--- config.mk ---
export PLATFORM = sky130hd
export DESIGN_NAME = feature_map_stream_tx
export DESIGN_NICKNAME = d
export VERILOG_FILES = /design/src/rtl/feature_map_stream_tx.sv
export SDC_FILE = /design/constraint.sdc
export NUM_CORES = 1
export LEC_CHECK = 0
export BUFFER_PORTS_ARGS = -buffer_cell sky130_fd_sc_hd__clkbuf_2
export CAP_MARGIN = 20
export CORE_MARGIN = 2
export CORE_UTILIZATION = 50
export DETAILED_ROUTE_END_ITERATION = 6
export PLACE_DENSITY_LB_ADDON = 0.25
export SYNTH_ARGS = -nofsm -noshare
export SYNTH_HDL_FRONTEND = slang
export SYNTH_SLANG_ARGS = --single-unit
--- constraint.sdc ---
create_clock -name clk -period 4.9 [get_ports clk]
set_clock_uncertainty 0.1 [all_clocks]
set_input_delay 1.225 -clock clk [delete_from_list [all_inputs] [get_ports clk]]
set_output_delay 1.225 -clock clk [all_outputs]
set_load 0.02 [all_outputs]
--- src/rtl/feature_map_stream_tx.sv ---
// AXI-Stream transmitter: reads Channel_size planes of Image_size x Image_size pixels from a
// plane BRAM (read latency 1) and streams them to the Conv2d s_axis port through a 2-entry buffer.
module feature_map_stream_tx #(
  parameter int unsigned DATA_W = 16,
  parameter int unsigned ADDR_W = 14
) (
  input  logic              clk,
  input  logic              aresetn,
  input  logic              start,
  input  logic [7:0]        Image_size,
  input  logic [8:0]        Channel_size,
  input  logic              plane_ready,
  output logic              plane_done,
  output logic              bram_en,
  output logic [ADDR_W-1:0] bram_addr,
  input  logic [DATA_W-1:0] bram_dout,
  output logic [DATA_W-1:0] m_axis_tdata,
  output logic              m_axis_tvalid,
  input  logic              m_axis_tready,
  output logic              m_axis_tlast,
  output logic              busy,
  output logic              done
);

  localparam int unsigned BEAT_W = 15;
  localparam int unsigned CHAN_W = 9;
  localparam int unsigned CNT_W  = 2;

  typedef enum logic [2:0] {
    S_IDLE,
    S_WAIT_PLANE,
    S_STREAM,
    S_PLANE_END,
    S_DONE
  } state_e;

  state_e              state_q, state_d;
  logic [BEAT_W-1:0]   npix_q, npix_d;
  logic [CHAN_W-1:0]   chan_last_q, chan_last_d;
  logic [CHAN_W-1:0]   chan_q, chan_d;
  logic [BEAT_W-1:0]   issued_q, issued_d;
  logic [BEAT_W-1:0]   beat_q, beat_d;
  logic                inflight_q, inflight_d;
  logic                inflight_last_q, inflight_last_d;
  logic [CNT_W-1:0]    cnt_q, cnt_d;
  logic [DATA_W-1:0]   e0_q, e0_d, e1_q, e1_d;
  logic                l0_q, l0_d, l1_q, l1_d;
  logic                plane_done_q, plane_done_d;
  logic                done_q, done_d;
  logic                busy_q, busy_d;

  logic                pop_c;
  logic                rd_en_c;
  logic [CNT_W-1:0]    occ_c;
  logic [15:0]         npix_full_c;

  assign npix_full_c   = 16'(Image_size) * 16'(Image_size);

  // Buffer head drives the stream; tvalid is a pure function of registered occupancy.
  assign m_axis_tvalid = (cnt_q != '0);
  assign m_axis_tdata  = e0_q;
  assign m_axis_tlast  = l0_q && (cnt_q != '0);
  assign pop_c         = m_axis_tvalid && m_axis_tready;

  // A beat leaving this cycle frees a slot, which keeps one read per cycle at full throughput.
  assign occ_c   = cnt_q + CNT_W'(inflight_q) - CNT_W'(pop_c);
  assign rd_en_c = (state_q == S_STREAM) && (issued_q < npix_q) && (occ_c < CNT_W'(2));

  assign bram_en    = rd_en_c;
  assign bram_addr  = ADDR_W'(issued_q);
  assign plane_done = plane_done_q;
  assign done       = done_q;
  assign busy       = busy_q;

  // Next-state, counters and buffer update.
  always_comb begin
    state_d         = state_q;
    npix_d          = npix_q;
    chan_last_d     = chan_last_q;
    chan_d          = chan_q;
    issued_d        = issued_q;
    beat_d          = beat_q;
    inflight_d      = rd_en_c;
    inflight_last_d = rd_en_c && (issued_q == npix_q - BEAT_W'(1)) && (chan_q == chan_last_q);
    cnt_d           = cnt_q + CNT_W'(inflight_q) - CNT_W'(pop_c);
    e0_d            = e0_q;
    e1_d            = e1_q;
    l0_d            = l0_q;
    l1_d            = l1_q;

    unique case ({inflight_q, pop_c})
      2'b11: begin
        if (cnt_q == CNT_W'(1)) begin
          e0_d = bram_dout;
          l0_d = inflight_last_q;
        end else begin
          e0_d = e1_q;
          l0_d = l1_q;
          e1_d = bram_dout;
          l1_d = inflight_last_q;
        end
      end
      2'b01: begin
        e0_d = e1_q;
        l0_d = l1_q;
      end
      2'b10: begin
        if (cnt_q == '0) begin
          e0_d = bram_dout;
          l0_d = inflight_last_q;
        end else begin
          e1_d = bram_dout;
          l1_d = inflight_last_q;
        end
      end
      default: ;
    endcase

    unique case (state_q)
      S_IDLE: begin
        if (start) begin
          state_d     = S_WAIT_PLANE;
          npix_d      = BEAT_W'(npix_full_c);
          chan_last_d = Channel_size - CHAN_W'(1);
          chan_d      = '0;
        end
      end
      S_WAIT_PLANE: begin
        issued_d = '0;
        beat_d   = '0;
        if (plane_ready) begin
          state_d = S_STREAM;
        end
      end
      S_STREAM: begin
        if (rd_en_c) begin
          issued_d = issued_q + BEAT_W'(1);
        end
        if (pop_c) begin
          beat_d = beat_q + BEAT_W'(1);
          if (beat_q == npix_q - BEAT_W'(1)) begin
            state_d = S_PLANE_END;
          end
        end
      end
      S_PLANE_END: begin
        issued_d = '0;
        beat_d   = '0;
        if (chan_q == chan_last_q) begin
          state_d = S_DONE;
        end else begin
          chan_d  = chan_q + CHAN_W'(1);
          state_d = S_WAIT_PLANE;
        end
      end
      S_DONE: begin
        state_d = S_IDLE;
      end
      default: begin
        state_d = S_IDLE;
      end
    endcase

    plane_done_d = (state_d == S_PLANE_END);
    done_d       = (state_d == S_DONE);
    busy_d       = (state_d != S_IDLE);
  end

  // State and datapath registers.
  always_ff @(posedge clk or negedge aresetn) begin
    if (!aresetn) begin
      state_q         <= S_IDLE;
      npix_q          <= '0;
      chan_last_q     <= '0;
      chan_q          <= '0;
      issued_q        <= '0;
      beat_q          <= '0;
      inflight_q      <= 1'b0;
      inflight_last_q <= 1'b0;
      cnt_q           <= '0;
      e0_q            <= '0;
      e1_q            <= '0;
      l0_q            <= 1'b0;
      l1_q            <= 1'b0;
      plane_done_q    <= 1'b0;
      done_q          <= 1'b0;
      busy_q          <= 1'b0;
    end else begin
      state_q         <= state_d;
      npix_q          <= npix_d;
      chan_last_q     <= chan_last_d;
      chan_q          <= chan_d;
      issued_q        <= issued_d;
      beat_q          <= beat_d;
      inflight_q      <= inflight_d;
      inflight_last_q <= inflight_last_d;
      cnt_q           <= cnt_d;
      e0_q            <= e0_d;
      e1_q            <= e1_d;
      l0_q            <= l0_d;
      l1_q            <= l1_d;
      plane_done_q    <= plane_done_d;
      done_q          <= done_d;
      busy_q          <= busy_d;
    end
  end

endmodule

==> flow_summary.ini, run 1 <==
[place]
place_congestion = 0.871
dp_cells = 1174
place_hpwl_mm = 13.5
portBuffers = 73
placed_cell_area_um2 = 8980

[clock_tree]
cts_buffer_depth = 2
tritoncts = built
root_buffer = clkbuf_16
ctsHoldBuffers = 0
cts_sinks = 106
path_clk_slew_ps = 70
htree_num_levels = 3
cts_inserted_buffers = 9
worstSkewPairLatency_ps = 360

[detailed_routing]
drcViolationCount = 0
antenna_left = 0
first_pass_iters = 4
drt_wl_total_mm = 17.9
vias_per_cell = 5.54
drt_iter0_drc = 332
vias = 6608
routedWlPerCell_um = 15.0

[floorplan]
fp.dieH_um = 132
fp.coreArea_um2 = 16000
fp.dieW_um = 132
die_area_um2 = 17500
placementRows = 46
ioPinCount = 74
start_util = 0.515

[sta]
setup_violations = 0
period_share = 0.993
timing.final.hold_violations = 0
period_minus_slack_ps = 4870
rsz0062_at_grt = yes
worst_pin_slew_ps = 1100
drv_slew = 0
slew_headroom = 0.260
max_freq_mhz = 205

[cells_and_area]
final_layout_size_suffix_gt1_frac = 0.206
layout.nets = 1087
area_growth_pct = 13.9
num-fill-cells = 1452
antenna_cells = 0
layout.cells.non_filler = 1192
final_cell_area_um2 = 9380
utilization = 0.586

[synth]
syn_area_um2 = 8230
synth_cell_type_count = 76
async_flop_share = 1.00
yosys.area_share.xor_xnor = 0.0811
ys_ff_latch = 106
ys_seq_area_frac = 0.322
synth-simple-area-share = 0.186
synth_top_area_cell = dfrtp_1
synth_top_family_by_area = simple AND/OR/NAND/NOR gates
ys.flop_type = dfrtp_1
synth_most_common_cell = dfrtp_1
synth_top_area_share = 0.322
yosys_warnings = 0
synth-compound-area-share = 0.163
synth_mux_area_frac = 0.0357
syn_area_per_cell_um2 = 9.13
synth_edf_count = 0
netlist_top_cells_area = dfrtp_1 (32%), ha_1 (8.1%), fa_1 (6.1%)
synthAdderAreaFrac = 0.141
syn_inst = 902
synthTopCellsByCount = dfrtp_1 (106), nand2_1 (102), inv_1 (72)
syn-num-nets = 1018

[hold_path]
hp-class = flop to flop
holdPathStages = 1

[global_route]
grt_pass1_vias = 6590
grt-ovfl-total = 0
grt_max_degree = 56
antenna_found_initial = 0
grt_pass1_wl_mm = 31.5
grtUsageTotal = 0.215

[worst_setup_path]
cp-start-kind = input port
arrival_ps = 5010
required_ps = 5040
reg2reg_depth = 12
path_max_fanout = 6
endpoint_kind = flop
crit_type = input port to flop

[pwr]
p_leak_nw = 4.45
power.total_mw = 4.86
ir_worst_vdd_mv = 0.407
power.density_nw_per_um2 = 519

[run]
drv_cap = 0

[outcome]
status = completed
-- repair_timing --
item | CTS | global route
setup endpoints to repair | 1 | 4
gates resized for setup | 16 | 8
pin swaps | 8 | 3
buffers inserted | 1 | 0
-- layout by cell type, fill, tap and decap left out, types with 5 or more instances in the layout --
cell and n:
or4_1 5, nor4_1 7, and2_1 21, a21o_1 23, dfrtp_1 106, buf_4 46
nor2b_1 7, mux2i_1 8, clkbuf_16 9, nand4_1 13, a21oi_1 27, xnor2_1 43
mux2_2 19, o31ai_1 11, fa_1 23, or3_1 6, a221oi_1 16, nand2b_1 12
nor2_1 46, nor3_1 16, nand3_1 19, o21a_1 5, ha_1 50, xor2_1 28
inv_1 66, o311ai_0 6, nand2_1 98, clkbuf_2 68, and4_1 6, and3_1 7
o21ai_0 35, a311oi_1 16, a31oi_1 8, inv_2 5
-- flip-flops by register name, summed over array words and instances, names as in the netlist --
register         count
beat_q              15
busy                 1
chan_last_q          9
chan_q               9
cnt_q                2
done                 1
e1_q                16
inflight_last_q      1
inflight_q           1
issued_q            15
l0_q                 1
l1_q                 1
m_axis_tdata        16
npix_q              14
plane_done           1
state_q              3
-- cells by family after synthesis --
family          Yosys count
simple gates            294
compound gates          189
buf+inv                 135
flops                   106
fa+ha+maj                78
xor+xnor                 73
mux                      27
-- critical path, stage by stage --
cell and delay, ps:
clkbuf_4 150, and2_4 170, fa_1 470, fa_2 570
inv_1 50, fa_1 450, fa_1 510, inv_2 50
ha_4 220, o21a_1 210, a2111oi_4 370, o41ai_2 120
or2_1 210, a31o_2 230
-- metrics by stage --
step	TNS (ps)	hold slack, ps	setup slack, ps
floorplan	-110	341	-110
CTS	-7.47	383	-7.47
global placement	-970	358	-330
global route	-134	404	-123
detailed placement	-1370	366	-454
finish	0	375	33.6
-- final timing paths --
path	slack, ps	start	endpoint
max in group asynchronous	3000	aresetn	chan_q[6]
setup / recovery	30	Image_size[2]	npix_q[13]
setup reg to reg	1760	cnt_q[1]	issued_q[6]
min in group asynchronous	820	aresetn	issued_q[3]
hold / removal	380	m_axis_tdata[0]	m_axis_tdata[0]
hold reg to reg	380	m_axis_tdata[0]	m_axis_tdata[0]
-- metal layers --
metal	wire length, um	GRT usage
met3	641	0.0315
met4	226	0.0466
met1	8330	0.290
met2	8720	0.366
met5	0	0
-- power breakdown --
part	switching (mW)	internal [mW]
combinational	1.50	1.20
clock	0.336	0.379
sequential	0.306	1.14
-- final cells by class --
class | count | area (um^2) | share of cell area
inverters | 73 | 284 | 0.0303
clock buffers | 11 | 253 | 0.0270
flip-flops and latches | 106 | 2650 | 0.283
repair buffers | 120 | 754 | 0.0805
multi-input cells | 661 | 5120 | 0.546
well taps | 216 | 270 | 0.0288
clock inverters | 5 | 42.5 | 0.00454
Power figures use the tool's default switching activity.
==> inputs of run 2 (changes only) <==
--- a/config.mk
+++ b/config.mk
@@ -7,9 +7,12 @@
 export LEC_CHECK = 0
 export BUFFER_PORTS_ARGS = -buffer_cell sky130_fd_sc_hd__clkbuf_2
 export CAP_MARGIN = 20
+export CELL_PAD_IN_SITES_DETAIL_PLACEMENT = 1
+export CELL_PAD_IN_SITES_GLOBAL_PLACEMENT = 1
 export CORE_MARGIN = 2
-export CORE_UTILIZATION = 50
+export CORE_UTILIZATION = 47
 export DETAILED_ROUTE_END_ITERATION = 6
+export MAX_ROUTING_LAYER = met4
 export PLACE_DENSITY_LB_ADDON = 0.25
 export SYNTH_ARGS = -nofsm -noshare
 export SYNTH_HDL_FRONTEND = slang
==> run 2 against run 1 <==
Net effect: die area increased by 6.2%; final cell count grew 1.8%; hold slack better by 2.4 ps; count of clock-buffer cells in the layout is 1 lower; wire length up 20%; sequential power is essentially flat; sequential share of layout area down 0.50 points; via count increased by 4.7%; fmax fell by 0.23%; register-to-register slack better by 80 ps; first-iteration DRC count fell by 12%; cell area rose by 1.8%.
==> flow_summary.ini, run 2 (same netlist as run 1, synthesis figures left out) <==
[floorplan]
fp.dieW_um = 136
fp.dieH_um = 136
placementRows = 48
die_area_um2 = 18600
ioPinCount = 74
start_util = 0.478
fp.coreArea_um2 = 17200

[pwr]
ir_worst_vdd_mv = 0.374
power.share.sequential = 0.286
clkPwrFrac = 0.141
swShare = 0.454
power.total_mw = 5.11
power.density_nw_per_um2 = 535
p_comb_frac = 0.573
power_switching_mw = 2.32
intPower_mw = 2.79
p_leak_nw = 4.53

[global_route]
grt_max_degree = 63
grtUsageTotal = 0.246
antenna_found_initial = 0
grt_pass1_vias = 7248
grt-ovfl-total = 0
grt_pass1_wl_mm = 35.6

[sta]
timing.final.hold_violations = 0
rsz0062_at_grt = yes
worst_pin_slew_ps = 845
max_freq_mhz = 205
drv_slew = 0
period_minus_slack_ps = 4880
slew_headroom = 0.436
fin_ws_ps = 22.4
setup_violations = 0
period_share = 0.995

[detailed_routing]
routedWlPerCell_um = 17.7
drt_iter0_drc = 293
antenna_left = 0
vias = 6921
drt_wl_total_mm = 21.4
vias_per_cell = 5.71
first_pass_iters = 4
drcViolationCount = 0

[worst_setup_path]
arrival_ps = 5030
cp_top_family = adder cells
crit_type = input port to flop
cp_num_cells = 17
cpMostUsedCell = fa_1
path_max_fanout = 6
critPathMaxStageDelay_ps = 540
r2r-end = issued_q[6]
reg2reg_from = cnt_q[1]
endpoint_kind = flop
required_ps = 5050
crit_path_cell_trace = buf_4 > and2_4 > ha_1 > or2_4 > fa_1 > fa_1 > inv_2 > fa_1 > inv_2 > ha_4 > nand2_2 > o211ai_1 > buf_4 > a2111oi_4 > o41ai_2 > or2_1 > a31o_2
cp_num_buf_inv = 4
cp_slowest_cell = fa_1
cp-start-kind = input port
r2r_setup_slack_ps = 1840
reg2reg_depth = 12

[place]
dp_slack_ps = -534
place_hpwl_mm = 16.0
dp_cells = 1189
place_congestion = 0.814
portBuffers = 73

[outcome]
status = completed

[hold_path]
hold-path-endpoint = m_axis_tdata[4]
holdPathStages = 1
hp-class = flop to flop
hp-start = m_axis_tdata[4]

[clock_tree]
cts_sinks = 106
htree_num_levels = 3
cts_buffer_depth = 2
cts_inserted_buffers = 9
tritoncts = built
path_clk_slew_ps = 80
ctsHoldBuffers = 0
worstSkewPairLatency_ps = 360
root_buffer = clkbuf_16

[cells_and_area]
antenna_cells = 0
final_layout_size_suffix_gt1_frac = 0.219
num-fill-cells = 2024
final_cell_mix = dfrtp_1 (106), nand2_1 (98), inv_1 (65)
layout.cells.non_filler = 1213
layout_commonest_cell = dfrtp_1
area_growth_pct = 15.9
layout.nets = 1099

[run]
drv_cap = 0
-- run 2: cell count changes in the layout (fill, tap and decap cells not counted), sizes merged --
cell	before	now
inv	76	77
clkbuf	83	76
buf	48	66
-- run 2: per-layer routing --
metal | global-route usage | routed length (um)
met3 | 0.0339 | 628
met4 | 0.0764 | 467
met5 | - | 0
met1 | 0.309 | 9460
met2 | 0.412 | 10900
-- run 2: stage by stage --
stage	TNS, ps	instance area [um^2]	util	hold WS [ps]
3_5_place_dp	-1730	9030	0.524	365
5_1_grt	-181	9550	0.554	399
3_3_place_gp	-1090	9030	0.524	358
2_1_floorplan	-110	8320	-	341
4_1_cts	0	9380	0.544	383
6_report	0	9550	0.554	378
-- run 2: layout make-up --
cell class,count,area [um^2],area share
tap,225,282,0.0295
timing repair buffer,132,892,0.0934
inverter,73,284,0.0298
multi-input combinational,661,5150,0.540
clock buffer,10,229,0.0240
sequential,106,2650,0.278
clock inverter,6,56.3,0.00590
-- run 2: worst register-to-register path: cells and delay by family, from the launching register on --
kind	cells	cell delay (ps)
AOI/OAI and AO/OA	4	810
xor gates and xnor gates	2	340
adders and majority gates	2	460
buffers and inverters	3	350
DFF	1	460
and+or+nand+nor	1	470
-- run 2: worst max-delay path by stage --
stage	slack [ps]	start	to
floorplan	-110	Image_size[5]	npix_q[13]
global placement	-340	Image_size[2]	npix_q[13]
detailed placement	-530	Image_size[2]	npix_q[13]
CTS	7	Image_size[2]	npix_q[13]
finish	20	Image_size[2]	npix_q[13]
global route	-110	Image_size[0]	npix_q[13]
-- run 2: power groups by stage --
stage	logic, mW	clock network, mW	registers, mW
floorplan	2.01	0	1.40
global placement	2.61	0	1.45
detailed placement	2.73	0	1.47
CTS	2.80	0.734	1.46
global route	3.25	0.772	1.50
finish	2.93	0.720	1.46
-- run 2: repair_timing --
| item | CTS | global route |
|---|---|---|
| pin swaps | 3 | 7 |
| setup buffers | 2 | 3 |
| gates resized for setup | 12 | 32 |
| endpoints found under the setup margin | 2 | 5 |
==> inputs of run 3 (changes only) <==
--- a/config.mk
+++ b/config.mk
@@ -9,8 +9,8 @@
 export CAP_MARGIN = 20
 export CELL_PAD_IN_SITES_DETAIL_PLACEMENT = 1
 export CELL_PAD_IN_SITES_GLOBAL_PLACEMENT = 1
-export CORE_MARGIN = 2
-export CORE_UTILIZATION = 47
+export CORE_MARGIN = 5
+export CORE_UTILIZATION = 35
 export DETAILED_ROUTE_END_ITERATION = 6
 export MAX_ROUTING_LAYER = met4
 export PLACE_DENSITY_LB_ADDON = 0.25
==> run 3 against run 2 <==
Net effect: worst setup slack improved by 110 ps; cell area rose by 1.3%; largest cell class unchanged; hold slack got worse by 0.58 ps; combinational power fell by 3%; flip-flop and latch count did not move; via count fell by 2.1%.
==> flow_summary.ini, run 3 (same netlist as run 1, synthesis figures left out) <==
[floorplan]
start_util = 0.353
fp.coreArea_um2 = 23300
ioPinCount = 74
placementRows = 56
fp.dieH_um = 163
die_area_um2 = 26700
fp.dieW_um = 163

[detailed_routing]
drt_iter0_drc = 353
routedWlPerCell_um = 16.4
drcViolationCount = 0
drt_wl_total_mm = 21.5
first_pass_iters = 4
vias = 6778
vias_per_cell = 5.19
antenna_left = 0

[clock_tree]
ctsHoldBuffers = 0
htree_num_levels = 3
root_buffer = clkbuf_16
cts_inserted_buffers = 9
path_clk_slew_ps = 70
cts_buffer_depth = 2
tritoncts = built
cts_sinks = 106
worstSkewPairLatency_ps = 360

[sta]
slew_headroom = 0.392
period_minus_slack_ps = 4770
setup_violations = 0
holdWs_ps = 377
drv_slew = 0
rsz0062_at_grt = yes
worst_pin_slew_ps = 912
max_freq_mhz = 210
period_share = 0.974
timing.final.hold_violations = 0

[worst_setup_path]
cp-startpoint = Image_size[2]
required_ps = 5050
path_max_fanout = 6
arrival_ps = 4920
cp-start-kind = input port
reg2reg_from = cnt_q[1]
endpoint_kind = flop
crit_type = input port to flop

[outcome]
status = completed

[global_route]
grt_pass1_vias = 7243
antenna_found_initial = 0
grt-ovfl-total = 0
grt_max_degree = 40
grt_pass1_wl_mm = 36.8
grtUsageTotal = 0.172

[pwr]
power_switching_mw = 2.26
power.density_nw_per_um2 = 522
p_comb_frac = 0.566
intPower_mw = 2.78
clkPwrFrac = 0.144
power.share.sequential = 0.290
p_leak_nw = 4.53
ir_worst_vdd_mv = 0.204
swShare = 0.448

[cells_and_area]
area_growth_pct = 17.4
antenna_cells = 0
final_layout_size_suffix_gt1_frac = 0.226
layout_commonest_cell = dfrtp_1
final_cell_mix = dfrtp_1 (106), nand2_1 (95), clkbuf_2 (65)
final_cell_area_um2 = 9670
layout.nets = 1099

[hold_path]
hp-class = flop to flop
hp-start = m_axis_tdata[15]

[place]
place_congestion = 0.834
place_hpwl_mm = 16.5
placed_cell_area_um2 = 9170
portBuffers = 73

[run]
drv_cap = 0
## run 3: cell count changes in the layout (fill, tap and decap cells not counted), sizes merged
| cell | change |
|---|---|
| clkinvlp | -1 |
| clkbuf | +2 |
| buf | -1 |
| inv | -2 |
| clkinv | +2 |
## run 3: what timing repair did
action                     in CTS  in global routing
resized for setup              16                 36
buffers inserted                3                  1
setup endpoints to repair       2                  5
pin swaps                      13                 14
## run 3: layer usage
layer | global-route usage | up-vias | wire length, um | part of all wire
met4 | 0.0442 | 0 | 308 | 0.014
met3 | 0.0179 | 24 | 415 | 0.019
li1 | - | 3319 | - | -
met1 | 0.229 | 3363 | 10300 | 0.48
met5 | - | - | 0 | 0
met2 | 0.284 | 72 | 10400 | 0.49
## run 3: path summary, 6_finish.rpt
check,cells past startpoint,slack (ps),endpoint
worst min register to register,1,380,m_axis_tdata[15]
min in group asynchronous,1,680,issued_q[5]
worst max register to register,12,1930,issued_q[6]
worst min-delay path,1,380,m_axis_tdata[15]
worst max-delay path,17,130,npix_q[13]
max in group asynchronous,2,3130,beat_q[11]
## run 3: per-stage QoR
step	total power, mW	setup TNS, ps	setup slack [ps]	util	cells
floorplan	3.40	-110	-110	-	902
global placement	4.14	-1150	-354	0.393	1285
detailed placement	4.23	-1710	-518	0.393	1285
CTS	5.04	0	5.03	0.409	1304
global route	5.52	-66.8	-37.8	0.414	1307
finish	5.04	0	130	0.414	1307
## run 3: cell type report
type                    count  area, um^2
clock inverters             5        46.3
inverters                  73         284
repair buffers            132         878
well taps                 319         399
clock buffers              11         243
fillers                  2752       13700
flip-flops and latches    106        2650
multi-input cells         661        5170
## run 3: power groups by stage
| stage | Clock (mW) | Combinational (mW) | Sequential [mW] |
|---|---|---|---|
| 6_report | 0.727 | 2.85 | 1.46 |
| 5_1_grt | 0.791 | 3.22 | 1.51 |
| 4_1_cts | 0.748 | 2.83 | 1.46 |
| 2_1_floorplan | 0 | 2.01 | 1.40 |
| 3_3_place_gp | 0 | 2.68 | 1.46 |
| 3_5_place_dp | 0 | 2.75 | 1.48 |
## run 3: worst max-delay path: stages
cell	delay [ps]
buf_12	110
and2_4	160
ha_1	170
or2_4	230
fa_1	480
fa_1	540
inv_1	50
fa_1	490
inv_2	50
ha_4	220
nand2_2	70
o211ai_1	90
buf_4	150
a2111oi_4	290
o41ai_2	130
or2_1	230
a31o_2	240
